## config.mk

```make
export PLATFORM = sky130hd
export DESIGN_NAME = pes_seq_serializer
export DESIGN_NICKNAME = d
export VERILOG_FILES = /design/src/rtl/pes_seq_pkg.sv /design/src/rtl/pes_hold_reg.sv /design/src/rtl/pes_seq_serializer.sv
export SDC_FILE = /design/constraint.sdc
export NUM_CORES = 1
export LEC_CHECK = 0
export ABC_CLOCK_PERIOD_IN_PS = 3200
export CAP_MARGIN = 30
export CORE_MARGIN = 2
export CORE_UTILIZATION = 60
export CTS_BUF_LIST = sky130_fd_sc_hd__clkbuf_8
export CTS_CLUSTER_SIZE = 30
export DETAILED_ROUTE_END_ITERATION = 6
export PLACE_DENSITY_LB_ADDON = 0.2
export SYNTH_ARGS = -nofsm -noshare
export SYNTH_HDL_FRONTEND = slang
export SYNTH_SLANG_ARGS = --single-unit
```

## constraint.sdc

```tcl
create_clock -name clock -period 3.2 [get_ports clock]
set_input_delay 0.48 -clock clock [delete_from_list [all_inputs] [get_ports clock]]
set_output_delay 0.48 -clock clock [all_outputs]
set_load 0.01 [all_outputs]
```

## src/rtl/pes_seq_pkg.sv

```systemverilog
// Shared types and helpers for the pes_seq serializer slice.
package pes_seq_pkg;

  typedef enum logic {
    ST_IDLE  = 1'b0,
    ST_SHIFT = 1'b1
  } state_e;

  localparam int DEF_WIDTH = 8;

  // Bits needed to count 0..value-1; never narrower than one bit.
  function automatic int clog2(input int value);
    int bits;
    int rem;
    bits = 0;
    rem  = value - 1;
    while (rem > 0) begin
      bits = bits + 1;
      rem  = rem >> 1;
    end
    return (bits < 1) ? 1 : bits;
  endfunction

endpackage

```

## src/rtl/pes_hold_reg.sv

```systemverilog
// One-entry holding register that parks a word while the shifter is busy.
module pes_hold_reg
  import pes_seq_pkg::*;
#(
  parameter int WIDTH = DEF_WIDTH
) (
  input  logic             clock,
  input  logic             reset,
  input  logic             load,
  input  logic             unload,
  input  logic [WIDTH-1:0] d,
  output logic [WIDTH-1:0] q,
  output logic             full
);

  logic [WIDTH-1:0] data_r;
  logic             full_r;

  // Capture on load; unload only clears the flag, the stale data is harmless.
  always_ff @(posedge clock or negedge reset) begin
    if (!reset) begin
      data_r <= '0;
      full_r <= 1'b0;
    end else if (load) begin
      data_r <= d;
      full_r <= 1'b1;
    end else if (unload) begin
      full_r <= 1'b0;
    end
  end

  assign q    = data_r;
  assign full = full_r;

endmodule

```

## src/rtl/pes_seq_serializer.sv

```systemverilog
// Parallel-to-serial feed for the sequence detector, with a one-word skid
// so consecutive words go out without an idle bit between them.
module pes_seq_serializer
  import pes_seq_pkg::*;
#(
  parameter int   WIDTH      = DEF_WIDTH,
  parameter bit   LSB_FIRST  = 1'b0,
  parameter logic IDLE_LEVEL = 1'b0
) (
  input  logic             clock,
  input  logic             reset,
  input  logic [WIDTH-1:0] in_data,
  input  logic             in_valid,
  output logic             in_ready,
  output logic             sequence_out,
  output logic             bit_valid,
  output logic             last_bit,
  output logic             busy
);

  localparam int CNT_W = clog2(WIDTH);

  state_e             state_r, state_s;
  logic [WIDTH-1:0]   shift_r, shift_s;
  logic [CNT_W-1:0]   cnt_r, cnt_s;
  logic               hold_load_s, hold_unload_s, hold_full_s;
  logic [WIDTH-1:0]   hold_q_s;
  logic               xfer_s, last_s, cur_bit_s;

  assign in_ready  = reset && !hold_full_s;
  assign xfer_s    = in_valid && in_ready;
  assign last_s    = (state_r == ST_SHIFT) && (cnt_r == CNT_W'(WIDTH - 1));
  assign cur_bit_s = LSB_FIRST ? shift_r[0] : shift_r[WIDTH-1];

  pes_hold_reg #(.WIDTH(WIDTH)) u_hold (
    .clock  (clock),
    .reset  (reset),
    .load   (hold_load_s),
    .unload (hold_unload_s),
    .d      (in_data),
    .q      (hold_q_s),
    .full   (hold_full_s)
  );

  // State, shifter and bit counter registers.
  always_ff @(posedge clock or negedge reset) begin
    if (!reset) begin
      state_r <= ST_IDLE;
      shift_r <= '0;
      cnt_r   <= '0;
    end else begin
      state_r <= state_s;
      shift_r <= shift_s;
      cnt_r   <= cnt_s;
    end
  end

  // Next-state: at the final bit the held word wins over a fresh transfer,
  // which cannot happen anyway since in_ready is low while the hold is full.
  always_comb begin
    state_s       = state_r;
    shift_s       = shift_r;
    cnt_s         = cnt_r;
    hold_load_s   = 1'b0;
    hold_unload_s = 1'b0;
    case (state_r)
      ST_IDLE: begin
        if (xfer_s) begin
          state_s = ST_SHIFT;
          shift_s = in_data;
          cnt_s   = '0;
        end else begin
          state_s = ST_IDLE;
        end
      end
      ST_SHIFT: begin
        if (last_s) begin
          if (hold_full_s) begin
            shift_s       = hold_q_s;
            cnt_s         = '0;
            hold_unload_s = 1'b1;
          end else if (xfer_s) begin
            shift_s = in_data;
            cnt_s   = '0;
          end else begin
            state_s = ST_IDLE;
          end
        end else begin
          shift_s     = LSB_FIRST ? {1'b0, shift_r[WIDTH-1:1]}
                                  : {shift_r[WIDTH-2:0], 1'b0};
          cnt_s       = cnt_r + CNT_W'(1);
          hold_load_s = xfer_s;
        end
      end
      default: begin
        state_s = ST_IDLE;
      end
    endcase
  end

  assign bit_valid    = (state_r == ST_SHIFT);
  assign last_bit     = last_s;
  assign sequence_out = bit_valid ? cur_bit_s : IDLE_LEVEL;
  assign busy         = bit_valid || hold_full_s;

endmodule

```

Yosys cells after proc, flatten, opt, wreduce, memory -nomap -nowiden
Cells that the tools add are included.
{"block": "classes", "n_addsub": 1, "mul": 0, "eq_ne": 1, "mux": 20, "n_reduce_logical": 6, "order_cmp": 0, "shift": 0, "div": 0, "bitwise_logic": 1}
{"op": "2-to-1 mux 8 bit", "n": 3}
{"op": "one-hot mux 8 bit (2 select lines)", "n": 1}
{"op": "2-to-1 mux 1 bit", "n": 11}
{"op": "2-to-1 mux 3 bit", "n": 3}
{"op": "one-hot mux 3 bit (2 select lines)", "n": 1}
{"op": "adder 3 x 1 -> 3 bit, second input constant", "n": 1}
{"op": "equality test 3 bit, second input constant", "n": 1}
{"op": "logical AND 1 bit", "n": 3}
{"op": "one-hot mux 1 bit (2 select lines)", "n": 1}
{"op": "nonzero test 2 bit", "n": 1}
{"op": "zero test 1 bit", "n": 1}
{"op": "logical OR 1 bit", "n": 1}
{"op": "NOT 1 bit", "n": 1}
{"block": "word_totals", "latchBits": 0, "register_bits": 21, "mem_bits_ro": 0, "n_memories": 0, "ramBits": 0, "inputBits": 11}

Logic depth before layout (Yosys ltp)
Gate-level depths: netlist of run 1.
{"block": "logic_depth", "ltp_word": 7, "ltp_mapped": 7, "ltp_nobuf": 6}

By module
A second synthesis of run 1 with hierarchy kept.
{"block": "unflattened", "hier_cells": 73, "area_unflattened_um2": 1038.5}
{"module": "pes_seq_serializer", "area_each_um2": 669.4, "instances": 1, "cells_per_inst": 53, "seq_area_each_um2": 300.3}
{"module": "pes_hold_reg", "area_each_um2": 369.1, "instances": 1, "cells_per_inst": 20, "seq_area_each_um2": 225.2}

Worst setup path after synthesis of run 1
No wires, ideal clock.
{"block": "synth_timing", "path_type": "reg2reg", "from": "register cnt_r[0]", "to": "register u_hold.data_r[0] (netlist: u_hold.q[0])", "slack_ns": 1.562, "stages_incl_launch_ff": 7, "n_path_buf": 1, "required_ns": 3.075, "arrival_ns": 1.513, "period_less_slack_ns": 1.638, "path_cell_list": "dfrtp_1 > ha_1 > ha_1 > nor2b_4 > nor2b_4 > buf_6 > mux2_4"}
{"block": "synth_via", "elab_chain_cells": 4}
{"item": "from (decl)", "line": "pes_seq_serializer.sv:25", "text": "logic [CNT_W-1:0] cnt_r, cnt_s;"}
{"item": "from (signal assigned)", "line": "pes_seq_serializer.sv:54", "text": "cnt_r <= cnt_s;"}
{"item": "equality test 3 bit", "line": "pes_seq_serializer.sv:32", "text": "assign last_s = (state_r == ST_SHIFT) && (cnt_r == CNT_W'(WIDTH - 1));"}
{"item": "logical AND 1 bit", "line": "pes_seq_serializer.sv:32"}
{"item": "2-to-1 mux 1 bit", "line": "pes_seq_serializer.sv:77", "text": "if (last_s) begin"}
{"item": "2-to-1 mux 1 bit", "line": "pes_seq_serializer.sv:66", "text": "case (state_r)"}
{"item": "to (signal assigned)", "line": "pes_hold_reg.sv:22", "text": "data_r <= '0;"}
{"item": "to (signal assigned)", "line": "pes_hold_reg.sv:25", "text": "data_r <= d;"}
{"item": "to (decl)", "line": "pes_hold_reg.sv:16", "text": "logic [WIDTH-1:0] data_r;"}
Every way passes these cells.
A chain may end at the register's enable or synchronous reset.

Final worst setup path of run 1
{"block": "layout_timing", "from": "register cnt_r[0]", "to": "output last_bit"}
{"block": "layout_via", "elab_chain_cells": 2}
{"item": "equality test 3 bit", "line": "pes_seq_serializer.sv:32"}
{"item": "logical AND 1 bit", "line": "pes_seq_serializer.sv:32"}
{"item": "to (decl)", "line": "pes_seq_serializer.sv:17", "text": "output logic last_bit,"}
Every way passes these cells.

==> flow_summary.html, run 1 <==
<table>
<tr><th>Metric</th><th>Value</th></tr>
<tr><th colspan="2">Critical path</th></tr>
<tr><td>Reg2Reg Capture Point</td><td>u_hold.q[6]</td></tr>
<tr><td>Crit Path Class</td><td>register to output pin</td></tr>
<tr><td>Most frequent cell on the critical path</td><td>ha_1</td></tr>
<tr><td>Critical path, cell by cell</td><td>ha_1, ha_1, nand2_1, inv_1, clkdlybuf4s50_1</td></tr>
<tr><td>Critical Path Fanout Max</td><td>11</td></tr>
<tr><td>Data required, critical path</td><td>2720 ps</td></tr>
<tr><td>Minimum setup slack among reg-to-reg paths</td><td>1170 ps</td></tr>
<tr><td>Launching element type of the critical path</td><td>register</td></tr>
<tr><td>Logic depth of the worst register-to-register path</td><td>5</td></tr>
<tr><td>Worst EP arrival</td><td>2010 ps</td></tr>
<tr><td>Kind of end point of the critical path</td><td>output pin</td></tr>
<tr><td>Cell type of the slowest stage on the worst timing path</td><td>clkdlybuf4s50_1</td></tr>
<tr><td>Maximum single-stage delay on the critical path</td><td>530 ps</td></tr>
<tr><td>Origin of the critical flop-to-flop path</td><td>cnt_r[0]</td></tr>
<tr><th colspan="2">Power</th></tr>
<tr><td>Net load switching power</td><td>0.000421 W</td></tr>
<tr><td>Relative contribution of combinational cells to total power</td><td>0.423</td></tr>
<tr><td>Static leakage power</td><td>0.625 nW</td></tr>
<tr><td>Internal power of the cells</td><td>0.000810 W</td></tr>
<tr><td>Register share of total power</td><td>0.437</td></tr>
<tr><td>PnR Total Power</td><td>0.00123 W</td></tr>
<tr><td>VDD IR max</td><td>624 uV</td></tr>
<tr><td>Power density relative to cell area</td><td>884 nW/um2</td></tr>
<tr><td>Switching share of power</td><td>0.342</td></tr>
<tr><td>Clock Power Share</td><td>0.141</td></tr>
<tr><th colspan="2">Synth</th></tr>
<tr><td>Distinct cell type count after synthesis</td><td>32</td></tr>
<tr><td>Net Count, Synth</td><td>116</td></tr>
<tr><td>Post-synthesis instance area</td><td>1210 um2</td></tr>
<tr><td>Count of synthesis-stage warnings from yosys</td><td>0</td></tr>
<tr><td>Post-synthesis cell count</td><td>103</td></tr>
<tr><td>Number of enable flip-flop cells after synthesis</td><td>0</td></tr>
<tr><td>Primary FF master, synth</td><td>dfrtp_1</td></tr>
<tr><td>Flop and latch count out of synthesis</td><td>21</td></tr>
<tr><td>Part of the Yosys area used for sequential elements</td><td>0.435</td></tr>
<tr><td>Share of flip-flops with an asynchronous set or reset</td><td>1.00</td></tr>
<tr><td>Avg Synthesized Cell Area</td><td>11.7 um2</td></tr>
<tr><th colspan="2">Final layout</th></tr>
<tr><td>Share of post-route cells with drive strength above 1</td><td>0.183</td></tr>
<tr><td>Final non-filler cell area</td><td>1390 um2</td></tr>
<tr><td>Antenna diode count</td><td>0</td></tr>
<tr><td>Most frequent cells in the layout</td><td>dfrtp_1 (21), clkdlybuf4s50_1 (15), a211oi_1 (12)</td></tr>
<tr><td>Multi-input combinational cell area</td><td>613 um2</td></tr>
<tr><td>Most common cell after layout, fill and taps aside</td><td>dfrtp_1</td></tr>
<tr><td>Register Area</td><td>526 um2</td></tr>
<tr><td>Synth-to-layout area growth</td><td>15.2%</td></tr>
<tr><td>Count of nets after finishing</td><td>129</td></tr>
<tr><td>Number of fill cells in the layout</td><td>158</td></tr>
<tr><th colspan="2">Die</th></tr>
<tr><td>Core area</td><td>1920 um2</td></tr>
<tr><td># rows</td><td>16</td></tr>
<tr><td>Starting Density</td><td>0.628</td></tr>
<tr><td>Horizontal die dimension</td><td>48.9 um</td></tr>
<tr><td>Floorplan die area</td><td>2390 um2</td></tr>
<tr><td>Die Ht</td><td>48.9 um</td></tr>
<tr><td>Top Ports</td><td>16</td></tr>
<tr><th colspan="2">Worst hold path</th></tr>
<tr><td>Hold crit path type</td><td>register to register</td></tr>
<tr><td>Hold EP</td><td>cnt_r[1]</td></tr>
<tr><td>Cells on Worst Hold Path</td><td>1</td></tr>
<tr><td>Worst hold path startpoint</td><td>cnt_r[1]</td></tr>
<tr><th colspan="2">Route</th></tr>
<tr><td>Post-detailed-route via-to-cell ratio</td><td>6.38</td></tr>
<tr><td>Number of vias in the routed layout</td><td>906</td></tr>
<tr><td>Remaining antenna violation count</td><td>0</td></tr>
<tr><td>Residual DRC</td><td>0</td></tr>
<tr><td>Routed wirelength normalized by instance count</td><td>17.2 um</td></tr>
<tr><td>Pre-Repair DR Iteration Count</td><td>4</td></tr>
<tr><td>Total wirelength of the detailed-routed design</td><td>2.44 mm</td></tr>
<tr><td>Number of DRC markers in iteration 0</td><td>36</td></tr>
<tr><th colspan="2">STA</th></tr>
<tr><td>Unrepaired setup endpoints after global routing</td><td>no</td></tr>
<tr><td>Setup_tns</td><td>0 ps</td></tr>
<tr><td>Max_slew headroom</td><td>0.562</td></tr>
<tr><td>Final Hold Slack</td><td>509 ps</td></tr>
<tr><td>Hold violation count in the final report</td><td>0</td></tr>
<tr><td>Setup violation total in the final timing report</td><td>0</td></tr>
<tr><td>Final critical-path required period</td><td>2490 ps</td></tr>
<tr><td>Final slew viol count</td><td>0</td></tr>
<tr><td>Final clock skew</td><td>1.05 ps</td></tr>
<tr><td>Peak Freq</td><td>401 MHz</td></tr>
<tr><td>Post-route clock period utilization</td><td>0.779</td></tr>
<tr><td>Transition time at the pin with the least slew margin</td><td>657 ps</td></tr>
<tr><th colspan="2">Global routing</th></tr>
<tr><td>Number of antenna violations at the first check in global routing</td><td>0</td></tr>
<tr><td>Maximum number of pins on one net before global-route repair</td><td>31</td></tr>
<tr><td>Via count of the first global-routing pass</td><td>903</td></tr>
<tr><td>Global route overflow</td><td>0</td></tr>
<tr><td>First-pass GRT wire length</td><td>4.20 mm</td></tr>
<tr><td>Total track usage</td><td>0.228</td></tr>
<tr><th colspan="2">CTS</th></tr>
<tr><td>Maximum number of buffers from clock root to sink</td><td>2</td></tr>
<tr><td>Resized Gates After CTS</td><td>0</td></tr>
<tr><td>CTS tree</td><td>yes</td></tr>
<tr><td>Clock buffer count from CTS</td><td>3</td></tr>
<tr><td>Insertion delay to the later sink of the worst-skew pair</td><td>260 ps</td></tr>
<tr><td>Number of buffers added for setup after CTS</td><td>0</td></tr>
<tr><td>CTS root buf</td><td>clkbuf_8</td></tr>
<tr><td>Deepest level of the CTS H-tree</td><td>1</td></tr>
<tr><td>Clock Sink Count</td><td>21</td></tr>
<tr><td>Clock-pin slew on the worst setup and hold paths</td><td>80 ps</td></tr>
<tr><td>Hold-fix buffers at CTS</td><td>0</td></tr>
<tr><th colspan="2">Placed design</th></tr>
<tr><td>Final weighted congestion of routability-driven global placement</td><td>0.769</td></tr>
<tr><td>Dpl hpwl</td><td>1.64 mm</td></tr>
<tr><td>IO Port Bufs</td><td>15</td></tr>
<tr><td>Cell area after placement</td><td>1350 um2</td></tr>
<tr><th colspan="2">Run</th></tr>
<tr><td>Number of maximum-capacitance constraint violations</td><td>0</td></tr>
<tr><th colspan="2">Outcome</th></tr>
<tr><td>Run status</td><td>finished clean</td></tr>
</table>
cell type report:
class | count | share of cell area
Clock buffer | 3 | 0.0297
Timing Repair Buffer | 17 | 0.119
Tap cell | 27 | 0.0243
Sequential cell | 21 | 0.378
Multi-Input combinational cell | 71 | 0.441
Inverter | 2 | 0.00540
Clock inverter | 1 | 0.00360
state kept, by name (all words and copies together), names as in the netlist:
signal / cells
shift_r: 8
u_hold.q: 8
u_hold.full: 1
cnt_r: 3
bit_valid: 1
worst max-delay path by stage:
stage | from | to | slack [ps]
2_1_floorplan | cnt_r[0] | u_hold.q[0] | 1560
3_3_place_gp | reset | u_hold.q[6] | 890
3_5_place_dp | reset | u_hold.q[6] | 840
4_1_cts | cnt_r[0] | last_bit | 710
5_1_grt | cnt_r[0] | last_bit | 590
6_report | cnt_r[0] | last_bit | 710
layer usage:
layer,share of wire,vias to the layer above,global-route usage
met5,0,-,0
met4,0.013,0,0.100
met3,0.061,4,0.0460
met2,0.47,32,0.368
met1,0.46,451,0.298
li1,-,419,-
worst max-delay path: cells and delay by family (launching register included):
kind	cells	cell delay, ps
adders and majority gates	2	610
buffers and inverters	2	640
and+or+nand+nor	1	140
DFF	1	360
logic make-up after synthesis:
| family | after synthesis | synth area share |
|---|---|---|
| simple gates | 25 | 0.149 |
| fa+ha+maj | 2 | 0.0207 |
| compound gates | 32 | 0.204 |
| mux | 12 | 0.134 |
| flops | 21 | 0.435 |
| buf+inv | 11 | 0.0570 |
cells in the mapped netlist, drive strengths merged (5+ instances only):
master	instances	area, um2
and2	7	43.8
buf	6	47.5
and3	7	43.8
mux2	9	131
a221oi	6	52.6
a211oi	12	90.1
dfrtp	21	526
o22ai	5	31.3
per-stage QoR:
stage,worst slack (ps),std cells,util
6_report,707,142,0.724
5_1_grt,592,142,0.724
4_1_cts,713,142,0.724
3_5_place_dp,844,138,0.700
3_3_place_gp,890,138,0.700
2_1_floorplan,1560,103,-
power groups by stage:
| stage | combinational (W) | sequential [W] | clock, W |
|---|---|---|---|
| 2_1_floorplan | 0.000461 | 0.000467 | 0 |
| 3_3_place_gp | 0.000504 | 0.000533 | 0 |
| 6_report | 0.000520 | 0.000537 | 0.000173 |
| 3_5_place_dp | 0.000522 | 0.000535 | 0 |
| 4_1_cts | 0.000523 | 0.000532 | 0.000177 |
| 5_1_grt | 0.000567 | 0.000557 | 0.000190 |
Power figures use the tool's default switching activity.
==> run 2: changes to the inputs <==
Settings changed: ABC_CLOCK_PERIOD_IN_PS 3200 to 2000, CORE_UTILIZATION 60 to 51.
Clock period 3.2 ns to 2 ns, I/O delays scaled along.
==> flow_summary.html, run 2 (synthesis gave the netlist of run 1 again) <==
<table>
<tr><th>Metric</th><th>Value</th></tr>
<tr><th colspan="2">STA</th></tr>
<tr><td>Transition time at the pin with the least slew margin</td><td>318 ps (-338 ps)</td></tr>
<tr><td>Final critical-path required period</td><td>1870 ps</td></tr>
<tr><td>Peak Freq</td><td>536 MHz</td></tr>
<tr><td>Final clock skew</td><td>0.971 ps (-0.0749 ps)</td></tr>
<tr><td>Final slew viol count</td><td>0 (unchanged)</td></tr>
<tr><td>Unrepaired setup endpoints after global routing</td><td>no</td></tr>
<tr><td>Hold violation count in the final report</td><td>0 (unchanged)</td></tr>
<tr><td>Setup violation total in the final timing report</td><td>0 (unchanged)</td></tr>
<tr><td>Setup_tns</td><td>0 ps (unchanged)</td></tr>
<tr><td>Post-route clock period utilization</td><td>0.934</td></tr>
<tr><td>Max_slew headroom</td><td>0.788 (+0.226)</td></tr>
<tr><th colspan="2">Final layout</th></tr>
<tr><td>Count of nets after finishing</td><td>139 (+7.8%)</td></tr>
<tr><td>Share of post-route cells with drive strength above 1</td><td>0.264 (+0.0814)</td></tr>
<tr><td>Most frequent cells in the layout</td><td>dfrtp_1 (20), clkdlybuf4s50_1 (14), a211oi_1 (12), buf_4 (12), mux2_4 (8)</td></tr>
<tr><td>Number of fill cells in the layout</td><td>188 (+19%)</td></tr>
<tr><td>Post-layout util</td><td>0.658 (-0.0657)</td></tr>
<tr><td>Synth-to-layout area growth</td><td>21.8%</td></tr>
<tr><td>Final non-filler cell area</td><td>1470 um2 (+5.7%)</td></tr>
<tr><td>Antenna diode count</td><td>0 (unchanged)</td></tr>
<tr><td>Most common cell after layout, fill and taps aside</td><td>dfrtp_1</td></tr>
<tr><th colspan="2">Die</th></tr>
<tr><td># rows</td><td>17 (+1)</td></tr>
<tr><td>Horizontal die dimension</td><td>52.7 um (+7.8%)</td></tr>
<tr><td>Core area</td><td>2230 um2 (+16%)</td></tr>
<tr><td>Floorplan die area</td><td>2770 um2 (+16%)</td></tr>
<tr><td>Top Ports</td><td>16 (unchanged)</td></tr>
<tr><td>Die Ht</td><td>52.7 um (+7.8%)</td></tr>
<tr><td>Starting Density</td><td>0.541 (-0.0876)</td></tr>
<tr><th colspan="2">Critical path</th></tr>
<tr><td>Kind of end point of the critical path</td><td>output pin</td></tr>
<tr><td>Crit Path Class</td><td>register to output pin</td></tr>
<tr><td>Worst EP arrival</td><td>1570 ps (-440 ps)</td></tr>
<tr><td>Data required, critical path</td><td>1700 ps (-1020 ps)</td></tr>
<tr><td>Launching element type of the critical path</td><td>register</td></tr>
<tr><td>Critical Path Fanout Max</td><td>10 (-1)</td></tr>
<tr><th colspan="2">Route</th></tr>
<tr><td>Routed wirelength normalized by instance count</td><td>17.3 um (+0.53%)</td></tr>
<tr><td>Residual DRC</td><td>0 (unchanged)</td></tr>
<tr><td>Pre-Repair DR Iteration Count</td><td>4 (unchanged)</td></tr>
<tr><td>Number of DRC markers in iteration 0</td><td>25 (-31%)</td></tr>
<tr><td>Number of vias in the routed layout</td><td>911 (+0.55%)</td></tr>
<tr><td>Post-detailed-route via-to-cell ratio</td><td>5.95 (-6.7%)</td></tr>
<tr><td>Remaining antenna violation count</td><td>0 (unchanged)</td></tr>
<tr><td>Total wirelength of the detailed-routed design</td><td>2.64 mm (+8.3%)</td></tr>
<tr><th colspan="2">Power</th></tr>
<tr><td>Net load switching power</td><td>0.000701 W (+67%)</td></tr>
<tr><td>Relative contribution of combinational cells to total power</td><td>0.447 (+0.024)</td></tr>
<tr><td>VDD IR max</td><td>853 uV (+37%)</td></tr>
<tr><td>Clock Power Share</td><td>0.138 (-0.003)</td></tr>
<tr><td>Switching share of power</td><td>0.344 (+0.00203)</td></tr>
<tr><td>Power density relative to cell area</td><td>1390 nW/um2 (+57%)</td></tr>
<tr><td>Register share of total power</td><td>0.415 (-0.022)</td></tr>
<tr><td>Static leakage power</td><td>0.675 nW (+8.0%)</td></tr>
<tr><td>Internal power of the cells</td><td>0.00134 W (+65%)</td></tr>
<tr><th colspan="2">Placed design</th></tr>
<tr><td>Final weighted congestion of routability-driven global placement</td><td>0.804 (+4.6%)</td></tr>
<tr><td>Dpl hpwl</td><td>1.91 mm (+16%)</td></tr>
<tr><td>IO Port Bufs</td><td>15 (unchanged)</td></tr>
<tr><td>Cell area after placement</td><td>1420 um2 (+5.7%)</td></tr>
<tr><th colspan="2">Worst hold path</th></tr>
<tr><td>Hold crit path type</td><td>input port to async pin</td></tr>
<tr><th colspan="2">Global routing</th></tr>
<tr><td>Via count of the first global-routing pass</td><td>940 (+4.1%)</td></tr>
<tr><td>Maximum number of pins on one net before global-route repair</td><td>15 (-52%)</td></tr>
<tr><td>First-pass GRT wire length</td><td>4.50 mm (+7.0%)</td></tr>
<tr><td>Total track usage</td><td>0.227 (-0.000529)</td></tr>
<tr><td>Global route overflow</td><td>0 (unchanged)</td></tr>
<tr><td>Number of antenna violations at the first check in global routing</td><td>0 (unchanged)</td></tr>
<tr><th colspan="2">CTS</th></tr>
<tr><td>Clock buffer count from CTS</td><td>3 (unchanged)</td></tr>
<tr><td>Deepest level of the CTS H-tree</td><td>1 (unchanged)</td></tr>
<tr><td>Number of buffers added for setup after CTS</td><td>0 (unchanged)</td></tr>
<tr><td>CTS tree</td><td>yes</td></tr>
<tr><td>Maximum number of buffers from clock root to sink</td><td>2 (unchanged)</td></tr>
<tr><td>Clock-pin slew on the worst setup and hold paths</td><td>80 ps (about the same)</td></tr>
<tr><td>CTS root buf</td><td>clkbuf_8</td></tr>
<tr><td>Clock Sink Count</td><td>21 (unchanged)</td></tr>
<tr><td>Insertion delay to the later sink of the worst-skew pair</td><td>260 ps (about the same)</td></tr>
<tr><td>Hold-fix buffers at CTS</td><td>0 (unchanged)</td></tr>
<tr><th colspan="2">Outcome</th></tr>
<tr><td>Run status</td><td>finished clean</td></tr>
<tr><th colspan="2">Run</th></tr>
<tr><td>Number of maximum-capacitance constraint violations</td><td>0 (unchanged)</td></tr>
</table>
run 2: path summary, 6_finish.rpt:
kind                                   from     endpoint  cells past startpoint  slack (ps)
worst max-delay path            u_hold.full         busy                      2         130
worst min-delay path                  reset  u_hold.q[1]                      2         400
worst max register to register     cnt_r[0]  u_hold.q[1]                      6         250
worst min register to register     cnt_r[1]     cnt_r[1]                      1         510
max in group asynchronous             reset    bit_valid                      3        1300
min in group clock                 cnt_r[1]     cnt_r[1]                      1         510
run 2: layer usage:
metal / global-route usage / share of wire
met2: 0.344 / 0.48
met5: 0 / 0
met1: 0.308 / 0.46
met3: 0.0657 / 0.047
met4: 0.0812 / 0.0083
run 2: critical path, cell delays in order, from the launching register on:
cell	delay, ps
dfrtp_1	500
or2_2	330
clkdlybuf4s50_1	480
run 2: timing repair:
| action | 4_1_cts | 5_1_grt |
|---|---|---|
| gates resized for setup | 2 | 1 |
| setup endpoints to repair | 1 | 2 |
| pin swaps | 0 | 0 |
| cloned | 0 | 0 |
run 2: stage by stage:
| stage | hold WS (ps) | cells | power, W | setup slack, ps |
|---|---|---|---|---|
| after CTS | 391 | 153 | 0.00204 | 49.6 |
| after global placement | 490 | 149 | 0.00172 | 134 |
| after global routing | 401 | 153 | 0.00220 | 67.9 |
| after floorplan | 4.41 | 103 | 0.00148 | 362 |
| final | 396 | 153 | 0.00204 | 133 |
| after detailed placement | 490 | 149 | 0.00176 | 127 |
run 2: layout make-up:
type,instances,area [um2],area share
Multi-Input combinational cell,71,616,0.419
Inverter,2,7.51,0.00511
Timing Repair Buffer,27,239,0.163
Sequential cell,21,527,0.358
Clock buffer,3,41.3,0.0281
Clock inverter,1,5.00,0.00340
Tap cell,28,35.0,0.0238
run 2: power by group through the flow:
stage	Combinational (W)	Clock, W	Sequential [W]
after global placement	0.000879	0	0.000836
after floorplan	0.000737	0	0.000747
after CTS	0.000914	0.000288	0.000841
final	0.000910	0.000282	0.000845
after detailed placement	0.000909	0	0.000846
after global routing	0.00101	0.000310	0.000877
==> run 3: changes to the inputs <==
Settings changed: CAP_MARGIN 30 to default.
==> results of run 3 <==
Same layout as run 2: the final DEF is identical, and so are final timing and power.
